[config.mk]
export PLATFORM = sky130hd
export DESIGN_NAME = data_memory_arbiter
export DESIGN_NICKNAME = d
export VERILOG_FILES = /design/src/rtl/data_memory_arbiter.sv
export SDC_FILE = /design/constraint.sdc
export NUM_CORES = 1
export LEC_CHECK = 0
export CAP_MARGIN = 20
export CORE_MARGIN = 2
export CORE_UTILIZATION = 30
export DETAILED_ROUTE_END_ITERATION = 16
export PLACE_DENSITY_LB_ADDON = 0.1
export SLEW_MARGIN = 10
export SYNTH_ARGS = -nofsm -noshare
export SYNTH_HDL_FRONTEND = slang
export SYNTH_SLANG_ARGS = --single-unit
export TNS_END_PERCENT = 20
[constraint.sdc]
create_clock -name clk -period 5.3 [get_ports clk]
set_input_delay 1.06 -clock clk [delete_from_list [all_inputs] [get_ports clk]]
set_output_delay 1.06 -clock clk [all_outputs]
set_load 0.01 [all_outputs]
[src/rtl/data_memory_arbiter.sv]
// Round-robin arbiter and sequencer sharing one single-port data memory between two masters.
// Each access takes an ACCESS cycle (grant + memory strobes) and a RESP cycle (response pulse).
module data_memory_arbiter #(
  parameter int unsigned MEMORY_SIZE = 4096,
  parameter int unsigned ADDR_WIDTH  = 32
) (
  input  logic                  clk,
  input  logic                  reset,

  input  logic                  m0_req,
  input  logic                  m0_we,
  input  logic [ADDR_WIDTH-1:0] m0_addr,
  input  logic [31:0]           m0_wdata,
  output logic                  m0_gnt,
  output logic                  m0_rvalid,
  output logic [31:0]           m0_rdata,
  output logic                  m0_err,

  input  logic                  m1_req,
  input  logic                  m1_we,
  input  logic [ADDR_WIDTH-1:0] m1_addr,
  input  logic [31:0]           m1_wdata,
  output logic                  m1_gnt,
  output logic                  m1_rvalid,
  output logic [31:0]           m1_rdata,
  output logic                  m1_err,

  output logic                  mem_read,
  output logic                  mem_write,
  output logic [ADDR_WIDTH-1:0] mem_address,
  output logic [31:0]           mem_write_data,
  input  logic [31:0]           mem_read_data
);

  localparam logic [ADDR_WIDTH-1:0] MemLimit = ADDR_WIDTH'(MEMORY_SIZE);

  typedef enum logic [1:0] {StIdle, StAccess, StResp} state_e;

  state_e state_q;
  logic   last_grant_q;  // 1: master 1 won last, so master 0 wins a tie
  logic   sel_q;         // master being served in ACCESS/RESP
  logic   we_q;
  logic   legal_q;

  logic                  any_req;
  logic                  pick_m1;
  logic                  win_we;
  logic [ADDR_WIDTH-1:0] win_addr;
  logic [31:0]           win_wdata;
  logic                  win_legal;

  always_comb begin
    any_req   = m0_req | m1_req;
    pick_m1   = (m0_req & m1_req) ? ~last_grant_q : m1_req;
    win_we    = pick_m1 ? m1_we    : m0_we;
    win_addr  = pick_m1 ? m1_addr  : m0_addr;
    win_wdata = pick_m1 ? m1_wdata : m0_wdata;
    win_legal = (win_addr[1:0] == 2'b00) && (win_addr < MemLimit);
  end

  // Every output is a register, so async reset clears strobes mid-ACCESS immediately.
  always_ff @(posedge clk or negedge reset) begin
    if (!reset) begin
      state_q        <= StIdle;
      last_grant_q   <= 1'b1;
      sel_q          <= 1'b0;
      we_q           <= 1'b0;
      legal_q        <= 1'b0;
      m0_gnt         <= 1'b0;
      m0_rvalid      <= 1'b0;
      m0_rdata       <= '0;
      m0_err         <= 1'b0;
      m1_gnt         <= 1'b0;
      m1_rvalid      <= 1'b0;
      m1_rdata       <= '0;
      m1_err         <= 1'b0;
      mem_read       <= 1'b0;
      mem_write      <= 1'b0;
      mem_address    <= '0;
      mem_write_data <= '0;
    end else begin
      m0_gnt         <= 1'b0;
      m0_rvalid      <= 1'b0;
      m0_rdata       <= '0;
      m0_err         <= 1'b0;
      m1_gnt         <= 1'b0;
      m1_rvalid      <= 1'b0;
      m1_rdata       <= '0;
      m1_err         <= 1'b0;
      mem_read       <= 1'b0;
      mem_write      <= 1'b0;
      mem_address    <= '0;
      mem_write_data <= '0;

      unique case (state_q)
        StAccess: begin
          state_q <= StResp;
          if (sel_q) begin
            m1_rvalid <= 1'b1;
            m1_err    <= ~legal_q;
            m1_rdata  <= (legal_q && !we_q) ? mem_read_data : '0;
          end else begin
            m0_rvalid <= 1'b1;
            m0_err    <= ~legal_q;
            m0_rdata  <= (legal_q && !we_q) ? mem_read_data : '0;
          end
        end

        StIdle, StResp: begin
          if (any_req) begin
            state_q      <= StAccess;
            sel_q        <= pick_m1;
            last_grant_q <= pick_m1;
            we_q         <= win_we;
            legal_q      <= win_legal;
            m0_gnt       <= ~pick_m1;
            m1_gnt       <= pick_m1;
            if (win_legal) begin
              mem_read       <= ~win_we;
              mem_write      <= win_we;
              mem_address    <= {2'b00, win_addr[ADDR_WIDTH-1:2]};
              mem_write_data <= win_wdata;
            end
          end else begin
            state_q <= StIdle;
          end
        end

        default: state_q <= StIdle;
      endcase
    end
  end

endmodule

-- Word-level counts from Yosys, hierarchy flattened
Index checks and enable logic that the tools add are counted.
- output and inout bits: 136
- bits of input ports: 166
- flip-flop bits (word level): 142
- magnitude comparators: 1
- bitwise gates (word level): 6
- muxes and demuxes: 35
- equality and inequality tests: 2
- reduce and logical (&&, ||, !) cells: 7
- operators by type and width (cell ; count):
    $mux 32 ; 10
    $mux 30 ; 3
    $lt 32x13->1 const B ; 1
    $mux 1 ; 21
    $logic_not 2->1 ; 2
    $not 1->1 ; 4
    $pmux 2 s2 ; 1
    $eq 2x1->1 const B ; 1
    $eq 2x2->1 const B ; 1
    $logic_and 1x1->1 ; 2
    $reduce_and 2->1 ; 1
    $reduce_or 2->1 ; 1
    $and 1x1->1 ; 1
    $logic_not 1->1 ; 1
    $or 1x1->1 ; 1

-- Logic depth before layout (Yosys ltp)
Gate-level depths: netlist (run 1).
- depth in word-level cells: 8
- mapped depth: 6
- mapped depth without buffers: 5

-- Least setup slack after synthesis (run 1)
No wires, ideal clock.
- path type: input to register
- start point: input m0_addr[31]
- end point: register mem_write_data[10]
- arrival: 2.271 ns
- slack: 2.960 ns
- path buffers: 1
- stages: 5
- cell sequence: or4_1 nor4_2 o21ai_2 buf_6 nor2_2
- cells in the longest elaborated chain, start to end: 6
- ends and longest elaborated chain (what ; RTL line ; source):
    start: declaration ; 12 ; input logic [ADDR_WIDTH-1:0] m0_addr,
    $mux 32 ; 56 ; win_addr = pick_m1 ? m1_addr : m0_addr;
    $lt 32x13->1 ; 58 ; win_legal = (win_addr[1:0] == 2'b00) && (win_addr < MemLimit);
    $logic_and 1x1->1 ; 58 ;
    $mux 32 ; 118 ; if (win_legal) begin
    $mux 32 ; 110 ; if (any_req) begin
    $mux 32 ; 95 ; unique case (state_q)
    end signal: assignment ; 122 ; mem_write_data <= win_wdata;
    end: declaration ; 31 ; output logic [31:0] mem_write_data,
No other way between the ends.
A chain may end at the register's enable or synchronous reset.

-- Worst setup path after layout (run 1)
- start point: input m1_req
- end point: register mem_write_data[15]
- cells in the longest elaborated chain, start to end: 8
- elaborated cells on any way between the ends: 11
- ends and longest elaborated chain (what ; RTL line ; source):
    start: declaration ; 19 ; input logic m1_req,
    $and 1x1->1 ; 54 ; pick_m1 = (m0_req & m1_req) ? ~last_grant_q : m1_req;
    $mux 1 ; 54 ;
    $mux 32 ; 56 ;
    $lt 32x13->1 or $logic_not 2->1 (tied branches) ; 58 ;
    $logic_and 1x1->1 ; 58 ;
    $mux 32 ; 118 ;
    $mux 32 (*) ; 110 ;
    $mux 32 (*) ; 95 ;
Every way passes the cells marked *; elsewhere a longest branch is shown, timed or not.

==> summary.txt, run 1 <==
Timing
  • Fin crit period: 3.17 ns
  • Hold Violations, Final: 0
  • Post-Route Skew: 0.00688 ns
  • Slew Limit Fails: 0
  • Final setup vio count: 0
  • Final worst path period share: 59.9%
  • Rel. slew slack: 27.5%
  • Fmax: 0.315 GHz
  • Worst-Margin Slew: 1.08 ns
  • Sum Neg Setup Slack: 0 ns
  • RSZ-0062 raised after global routing: no

Cells and area
  • Share of layout cells above drive strength 1: 11.7%
  • Nets@finish: 847
  • Antenna cells: 0
  • Filler instances: 1317
  • Synth-to-Final Area Change: 80.1%
  • Finished Core Util: 55.4%
  • Commonest non-fill, non-tap cell in the layout: clkdlybuf4s50_1
  • Most frequent cells in the layout: clkdlybuf4s50_1 (298), dfrtp_1 (139), and3_1 (64)

Synthesis
  • Post-synth ARST share: 100%
  • Number of synthesis warnings: 0
  • Mapped cell area: 0.00491 mm2
  • EDFF count, synth: 0
  • Syn Area/Cell: 13.6 um2
  • Distinct cells, synth: 30
  • Number of synthesized register bits: 140
  • Prevailing post-synth register cell: dfrtp_1
  • Mapped Cells: 360
  • Sequential-to-total area share from yosys stat: 71.4%

Drt
  • DRC viols: 0
  • Via count: 4013
  • 1st-iter DRT viols: 161
  • ANT nets after route: 0
  • Average wire per cell in the routed design: 16.0 um
  • Router iterations before antenna repair: 6
  • Vias per cell: 4.41
  • WL final: 14600 um

Critical path
  • Max FO, Critical Path: 33
  • Worst Path Class, Setup: in -> reg
  • Worst setup SP type: input port
  • Crit end category: flip-flop
  • Slowest cell delay on critical path: 0.84 ns
  • Worst path bufs/invs: 2
  • Critical path required time: 5.59 ns
  • Register-to-Register Setup Slack: 2.92 ns
  • Crit path max-delay cell type: o21ai_4
  • Top Family by Delay on Critical Path: compound AO/OA/AOI/OAI gates
  • Crit path cell chain: clkdlybuf4s50_1, a21boi_4, or4_1, nor4_2, o21ai_4, buf_4, nor2_2
  • Arr. time, crit path: 3.47 ns

Global route
  • Grt ovf: 0
  • Initial antenna violation count: 0
  • First-pass GRT wire length: 23000 um
  • Vias in the first global route: 4230
  • GRT Total Usage: 17.3%
  • Largest net degree at the start of global routing: 71

Clock tree
  • H-Tree Depth: 4
  • Setup bufs post-CTS: 0
  • CTS tree: built
  • CTS max path bufs: 2
  • Clk_lat worst skew: 0.41 ns
  • CTS Buf Count: 17
  • Post-CTS Resized: 0
  • Clk pin slew, worst setup/hold paths: 0.05 ns
  • Clk sinks: 140
  • CTS Root Cell: clkbuf_16
  • Hold buffer count at CTS: 0

Power
  • Cell area power density: 288 mW/mm2
  • Clock network power share: 47.7%
  • Switching share of power: 21.4%
  • Cell leakage power: 3.94 nW
  • Combinational Power Share: 9.1%
  • Power share of the sequential group: 43.2%
  • NetSw: 546 uW
  • VDD IR max: 0.000216 V
  • Int Pwr: 2.00 mW

Placement
  • Placer congestion estimate: 0.752
  • DP HPWL: 10900 um
  • I/O Buffers: 299

Floorplan
  • Die Span Y: 132 um
  • I/O Pins: 302
  • Die X: 132 um
  • Initial Utilization: 30.8%
  • Core area: 0.0159 mm2
  • Row cnt: 46
  • Die area: 0.0174 mm2

Flow run
  • Max-cap violations: 0

Worst hold path
  • Min-Delay Path Class: reg -> reg

Outcome
  • Outcome: complete, no violations
-- layer usage --
metal / wire, um / global-route usage [%]
met1: 5290 / 18.8
met2: 7750 / 30.9
met3: 1150 / 5.61
met4: 368 / 7.31
met5: 0 / 0
-- per-stage QoR --
stage	cells	cell area (um2)	power (mW)	setup WS, ns	hold WS [ns]
3_3_place_gp	875	8170	1.35	1.73	0.411
2_1_floorplan	381	4980	1.16	2.96	0.392
6_report	910	8830	2.55	2.13	0.423
5_1_grt	910	8830	2.64	2.00	0.441
4_1_cts	908	8800	2.58	2.12	0.431
3_5_place_dp	876	8180	1.35	1.68	0.424
-- logic make-up after synthesis --
logic type             count (synthesis)  synth area share (%)
other                                  1                0.0764
buffers and inverters                 28                  3.11
AO/OA/AOI/OAI                         51                  7.91
AND/OR/NAND/NOR                      139                  17.3
flip-flops                           140                  71.4
multiplexers                           1                 0.204
-- cell type report --
| class | count | area [um2] | area share (%) |
|---|---|---|---|
| multi-input cells | 213 | 1350 | 15.3 |
| inverters | 1 | 3.75 | 0.0425 |
| clock inverters | 13 | 163 | 1.84 |
| well taps | 216 | 270 | 3.06 |
| clock buffers | 19 | 453 | 5.13 |
| repair buffers | 308 | 3090 | 35.0 |
| flip-flops and latches | 140 | 3500 | 39.7 |
-- Yosys cell counts (2+ instances only) --
cell	n	area, um2
nor2b_1	6	37.5
buf_4	2	15.0
or4_1	3	22.5
and3_1	64	400
a22oi_1	43	323
o21ai_0	2	10.0
buf_2	8	40.0
nand2_1	5	18.8
nor2_2	30	188
clkbuf_1	13	48.8
nor3_1	2	10.0
dfrtp_1	139	3480
nor4_2	2	25.0
nor4_1	4	25.0
nand2b_1	2	12.5
a21o_1	2	15.0
buf_6	4	45.0
nor2_1	17	63.8
-- flip-flops by register name, summed over array words and instances (netlist names), 2 cells and up --
register and cells:
m1_rdata 32, m0_rdata 32, mem_address 30, mem_write_data 32, state_q 2
-- worst paths after layout --
path,start,endpoint,cells past startpoint
worst max-delay path,m1_req,mem_write_data[15],7
worst min-delay path,state_q[1],state_q[1],1
worst max register to register,last_grant_q,mem_write_data[15],6
worst min register to register,state_q[1],state_q[1],1
max in group asynchronous,reset,mem_write_data[31],2
min in group asynchronous,reset,m0_rdata[19],1
-- power by group through the flow --
stage                     logic [mW]  clock network, mW  registers, mW
after global placement         0.230                  0           1.12
after global routing           0.253               1.29           1.10
after floorplan               0.0316                  0           1.12
after detailed placement       0.236                  0           1.12
after CTS                      0.236               1.24           1.10
final                          0.232               1.22           1.10
Power figures use the tool's default switching activity.
==> run 2, diff against run 1 <==
- clock period: 5.3 -> 2.8 ns (I/O delays scaled with it)
==> run 2 against run 1 <==
Critical path depth unchanged. Cell count increased by 0.22%. Sequential power grew 89%. Combinational power increased by 90%. Flip-flop and latch count is the same. Worst hold slack worse by 0.34 ns. Non-clock buffer count is 2 higher. First-iteration DRC count increased by 18%. Die area unchanged. Register-to-register slack worse by 2.1 ns. Via count is 0.25% lower. Clock power grew 100%.
==> summary.txt, run 2 (synthesis results as in run 1) <==
Power
  • VDD IR max: 0.000407 V
  • Switching share of power: 20.6%
  • Power share of the sequential group: 41.9%
  • Combinational Power Share: 8.9%
  • Pwr Total: 4.97 mW
  • NetSw: 1.03 mW
  • Int Pwr: 3.94 mW
  • Cell area power density: 559 mW/mm2
  • Clock network power share: 49.3%
  • Cell leakage power: 3.96 nW

Cells and area
  • Antenna cells: 0
  • FF+latch area: 0.00350 mm2
  • Share of layout cells above drive strength 1: 11.9%
  • Multi-input logic area: 0.00135 mm2
  • Filler instances: 1331
  • Top Registers: m0_rdata (32), m1_rdata (32), mem_write_data (32)
  • Nets@finish: 849
  • Commonest non-fill, non-tap cell in the layout: clkdlybuf4s50_1
  • Synth-to-Final Area Change: 81.1%
  • Most frequent cells in the layout: clkdlybuf4s50_1 (298), dfrtp_1 (139), and3_1 (64)

Drt
  • 1st-iter DRT viols: 190
  • Vias per cell: 4.39
  • ANT nets after route: 0
  • Via count: 4003
  • WL final: 14700 um
  • DRC viols: 0
  • Average wire per cell in the routed design: 16.1 um
  • Router iterations before antenna repair: 4

Clock tree
  • Setup bufs post-CTS: 0
  • Hold buffer count at CTS: 0
  • CTS tree: built
  • Clk_lat worst skew: 0.41 ns
  • Clk sinks: 140
  • CTS Root Cell: clkbuf_16
  • Clk pin slew, worst setup/hold paths: 0.06 ns
  • CTS max path bufs: 2
  • CTS Buf Count: 17
  • Post-CTS Resized: 0
  • H-Tree Depth: 4

Floorplan
  • Die Span Y: 132 um
  • Initial Utilization: 30.8%
  • Core area: 0.0159 mm2
  • I/O Pins: 302
  • Row cnt: 46
  • Die X: 132 um
  • Die area: 0.0174 mm2

Global route
  • First-pass GRT wire length: 23000 um
  • Grt ovf: 0
  • Largest net degree at the start of global routing: 65
  • Vias in the first global route: 4363
  • GRT Total Usage: 17.3%
  • Initial antenna violation count: 0

Critical path
  • Arr. time, crit path: 2.45 ns
  • Top Family by Delay on Critical Path: buffers and inverters
  • Reg-to-reg startpoint: last_grant_q
  • Critical path required time: 3.13 ns
  • Crit path max-delay cell type: clkdlybuf4s50_1
  • FF-to-FF End: mem_read
  • Register-to-Register Setup Slack: 0.81 ns
  • Launch point of the worst path: m0_req
  • Worst path bufs/invs: 2
  • Crit end category: flip-flop
  • Worst r2r path cells: 6
  • Max FO, Critical Path: 29
  • Slowest cell delay on critical path: 0.53 ns
  • Worst Path Class, Setup: in -> reg
  • Worst setup SP type: input port
  • Crit path cell chain: clkdlybuf4s50_1, a21boi_4, or4_1, nor4_2, o21ai_4, buf_12, a21oi_1

Timing
  • Fmax: 0.472 GHz
  • Final worst path period share: 75.7%
  • Final setup vio count: 0
  • Hold Violations, Final: 0
  • Post-Route Skew: 0.00692 ns
  • RSZ-0062 raised after global routing: no
  • Slew Limit Fails: 0
  • Rel. slew slack: 29.3%
  • Worst-Margin Slew: 1.06 ns
  • Sum Neg Setup Slack: 0 ns
  • Fin crit period: 2.12 ns

Worst hold path
  • Min-Delay Path Class: in -> async

Placement
  • Placer congestion estimate: 0.714
  • I/O Buffers: 299
  • DP HPWL: 11100 um

Flow run
  • Max-cap violations: 0

Outcome
  • Outcome: complete, no violations
==> run 2: how the worst max path moves through the flow <==
stage | end | slack, ns | cells past startpoint
final | mem_read | 0.68 | 7
after global routing | mem_write_data[20] | 0.59 | 7
after CTS | mem_read | 0.67 | 7
after detailed placement | mem_address[6] | 0.25 | 7
after global placement | mem_read | 0.32 | 7
after floorplan | mem_write_data[10] | 0.96 | 5
==> run 2: layout make-up <==
| class | instances | share of cell area [%] |
|---|---|---|
| sequential | 140 | 39.4 |
| timing repair buffer | 310 | 34.9 |
| multi-input combinational | 213 | 15.2 |
| clock buffer | 18 | 4.94 |
| tap | 216 | 3.04 |
| clock inverter | 14 | 2.42 |
| inverter | 1 | 0.0422 |
==> run 2: layer usage <==
layer / up-vias / routed length, um / global-route usage [%]
li1: 1881 / - / -
met1: 1913 / 5520 / 18.5
met2: 193 / 7930 / 31.8
met3: 16 / 1020 / 5.42
met4: 0 / 251 / 6.40
met5: - / 0 / 0
==> run 2: through the flow <==
stage | worst slack (ns) | instances | area, um2 | utilization (%) | hold slack, ns
4_1_cts | 0.670 | 912 | 8890 | 55.7 | 0.0963
6_report | 0.680 | 912 | 8890 | 55.7 | 0.0883
3_3_place_gp | 0.320 | 880 | 8230 | 51.6 | 0.409
5_1_grt | 0.591 | 912 | 8890 | 55.7 | 0.119
3_5_place_dp | 0.254 | 880 | 8230 | 51.6 | 0.420
2_1_floorplan | 0.960 | 381 | 4980 | - | 0.264
==> run 2: power by group through the flow <==
stage               clock network (mW)  registers (mW)  logic, mW
floorplan                            0            2.13     0.0599
global placement                     0            2.12      0.441
detailed placement                   0            2.12      0.448
CTS                               2.50            2.08      0.449
global route                      2.59            2.08      0.477
finish                            2.45            2.08      0.440
==> variant (config.mk and constraints of run 1) <==
Change the parameter `ADDR_WIDTH` from 32 to 40.
--- a/src/rtl/data_memory_arbiter.sv
+++ b/src/rtl/data_memory_arbiter.sv
@@ -2,7 +2,7 @@
 // Each access takes an ACCESS cycle (grant + memory strobes) and a RESP cycle (response pulse).
 module data_memory_arbiter #(
   parameter int unsigned MEMORY_SIZE = 4096,
-  parameter int unsigned ADDR_WIDTH  = 32
+  parameter int unsigned ADDR_WIDTH  = 40
 ) (
   input  logic                  clk,
   input  logic                  reset,
Ports: changed (resized m0_addr, m1_addr and mem_address); port bits go from 302 to 326. The function was not compared with the original's and may differ.
==> variant against run 1 <==
Setup slack got worse by 0.19 ns; routed wire length increased by 22%; clock power decreased by 9.8%; clock skew increased by 0.0044 ns; power increased by 1.5%; area after synthesis increased by 14%; final area increased by 9.7%; register-to-register slack got worse by 0.30 ns; sequential cell count increased by 8.
==> variant: results (changes against run 1) <==
outcome:
  status: "finished clean"
routing:
  drtIter0Drc: 184  # +14%
  drt-wirelength-per-cell_um: 17.5  # +9.7%
  wl_met2_um: 8970  # +16%
  wl_met1_um: 6940  # +31%
  drt_first_pass_iters: 4  # -2
  vias: 4680  # +17%
  wl_met3_um: 1400  # +22%
place:
  port_buffers: 323  # +8.0%
  hpwl_um: 13000  # +19%
  place_ws_ns: 1.48  # -0.194 ns
  gp_congestion: 0.879  # +17%
  dp_cells: 978  # +12%
  dpl_cell_area_um2: 9140  # +12%
synth:
  yosys-top-cells-area: "dfrtp_1 66%, a2111oi_2 9.7%, and3_1 7.4%"
  synthMuxAreaShare_pct: 0.179  # -0.025 points
  synth_edf_count: 0  # unchanged
  ys_warn_count: 0  # unchanged
  synthTopCellsByCount: "147 x dfrtp_1, 86 x nand2_1, 66 x and3_1, 36 x a2111oi_2, 21 x clkbuf_1"
  synth_compound_area_share_pct: 12.9  # +5.0 points
  synthXorXnorAreaFrac_pct: 0  # unchanged
  seq_area_frac_synth_pct: 66.4  # -5.0 points
  synth_cell_types: 35  # +17%
  ys.flop_type: "dfrtp_1"
  synth_cells: 422  # +17%
clock_tree:
  clk_latency_ns: 0.42
power_and_ir_drop:
  leakagePower_nw: 4.29  # +9.0%
  power_frac_seq_pct: 45.1  # +1.9 points
  peakVddDrop_v: 0.000202  # -6.6%
  p_switching_mw: 0.648  # +19%
  finalPower_mw: 2.59  # +1.5%
  clock_power_mw: 1.10  # -9.8%
final_layout:
  final_cells: 1010  # +11%
  drive_gt1_share_pct: 11.8  # +0.11 points
  nets: 950  # +12%
  n_antenna_cell: 0  # unchanged
  fillerInstances: 1534  # +16%
  largest_reg_flops: 38
min_path:
  hold_start: "state_q[1]"
  hold_path.class: "reg2reg"
  min_to: "state_q[1]"
global_routing:
  met3_usage_pct: 5.95  # +0.34 points
  antenna_found_initial: 0  # unchanged
  grtUsageTotal_pct: 18.3  # +1.0 points
  grt_use_met1_pct: 21.9  # +3.1 points
  grtUsageMet2_pct: 30.8  # -0.12 points
  grt_pass1_vias: 4937  # +17%
  grt_pass1_wl_um: 27500  # +19%
  grt_max_degree: 109  # +54%
critical_path:
  r2r-end: "mem_write_data[2]"
  max_stage_delay_ns: 0.62  # -0.22 ns
  reg2reg_depth: 5  # -1
  path_max_fanout: 26  # -21%
  rrSetupSlack_ns: 2.62  # -0.30 ns
timing:
  timing.hold.ws_ns: 0.414  # -0.00919 ns
  clock_skew_ns: 0.0112  # +0.00436 ns
  tightest_slew_ns: 0.974  # -0.109 ns
  fmax_mhz: 297  # -5.6%
variant: cell count changes in the layout (fill, tap and decap cells not counted), sizes merged, moves of 3 or more:
cell and delta:
a22oi -43, inv +6, clkdlybuf4s50 +24, dfrtp +8
a2111oi +42, bufinv -3, clkinv -5, nor2 -45
nor4 +6, conb +8, nand2 +81, clkinvlp +4
variant: cell type report:
type | count | area (um2) | area share, %
clock inverters | 14 | 116 | 1.20
repair buffers | 334 | 3320 | 34.3
clock buffers | 18 | 429 | 4.43
inverters | 2 | 7.51 | 0.0775
multi-input cells | 265 | 1820 | 18.8
well taps | 229 | 287 | 2.96
flip-flops and latches | 148 | 3700 | 38.2
variant: how the worst max path moves through the flow:
stage / endpoint / start
3_5_place_dp: mem_write_data[0] / m1_req
2_1_floorplan: mem_address[3] / m1_addr[26]
3_3_place_gp: legal_q / m1_req
5_1_grt: legal_q / m1_req
4_1_cts: mem_write_data[31] / m1_req
6_report: mem_write_data[31] / m1_req
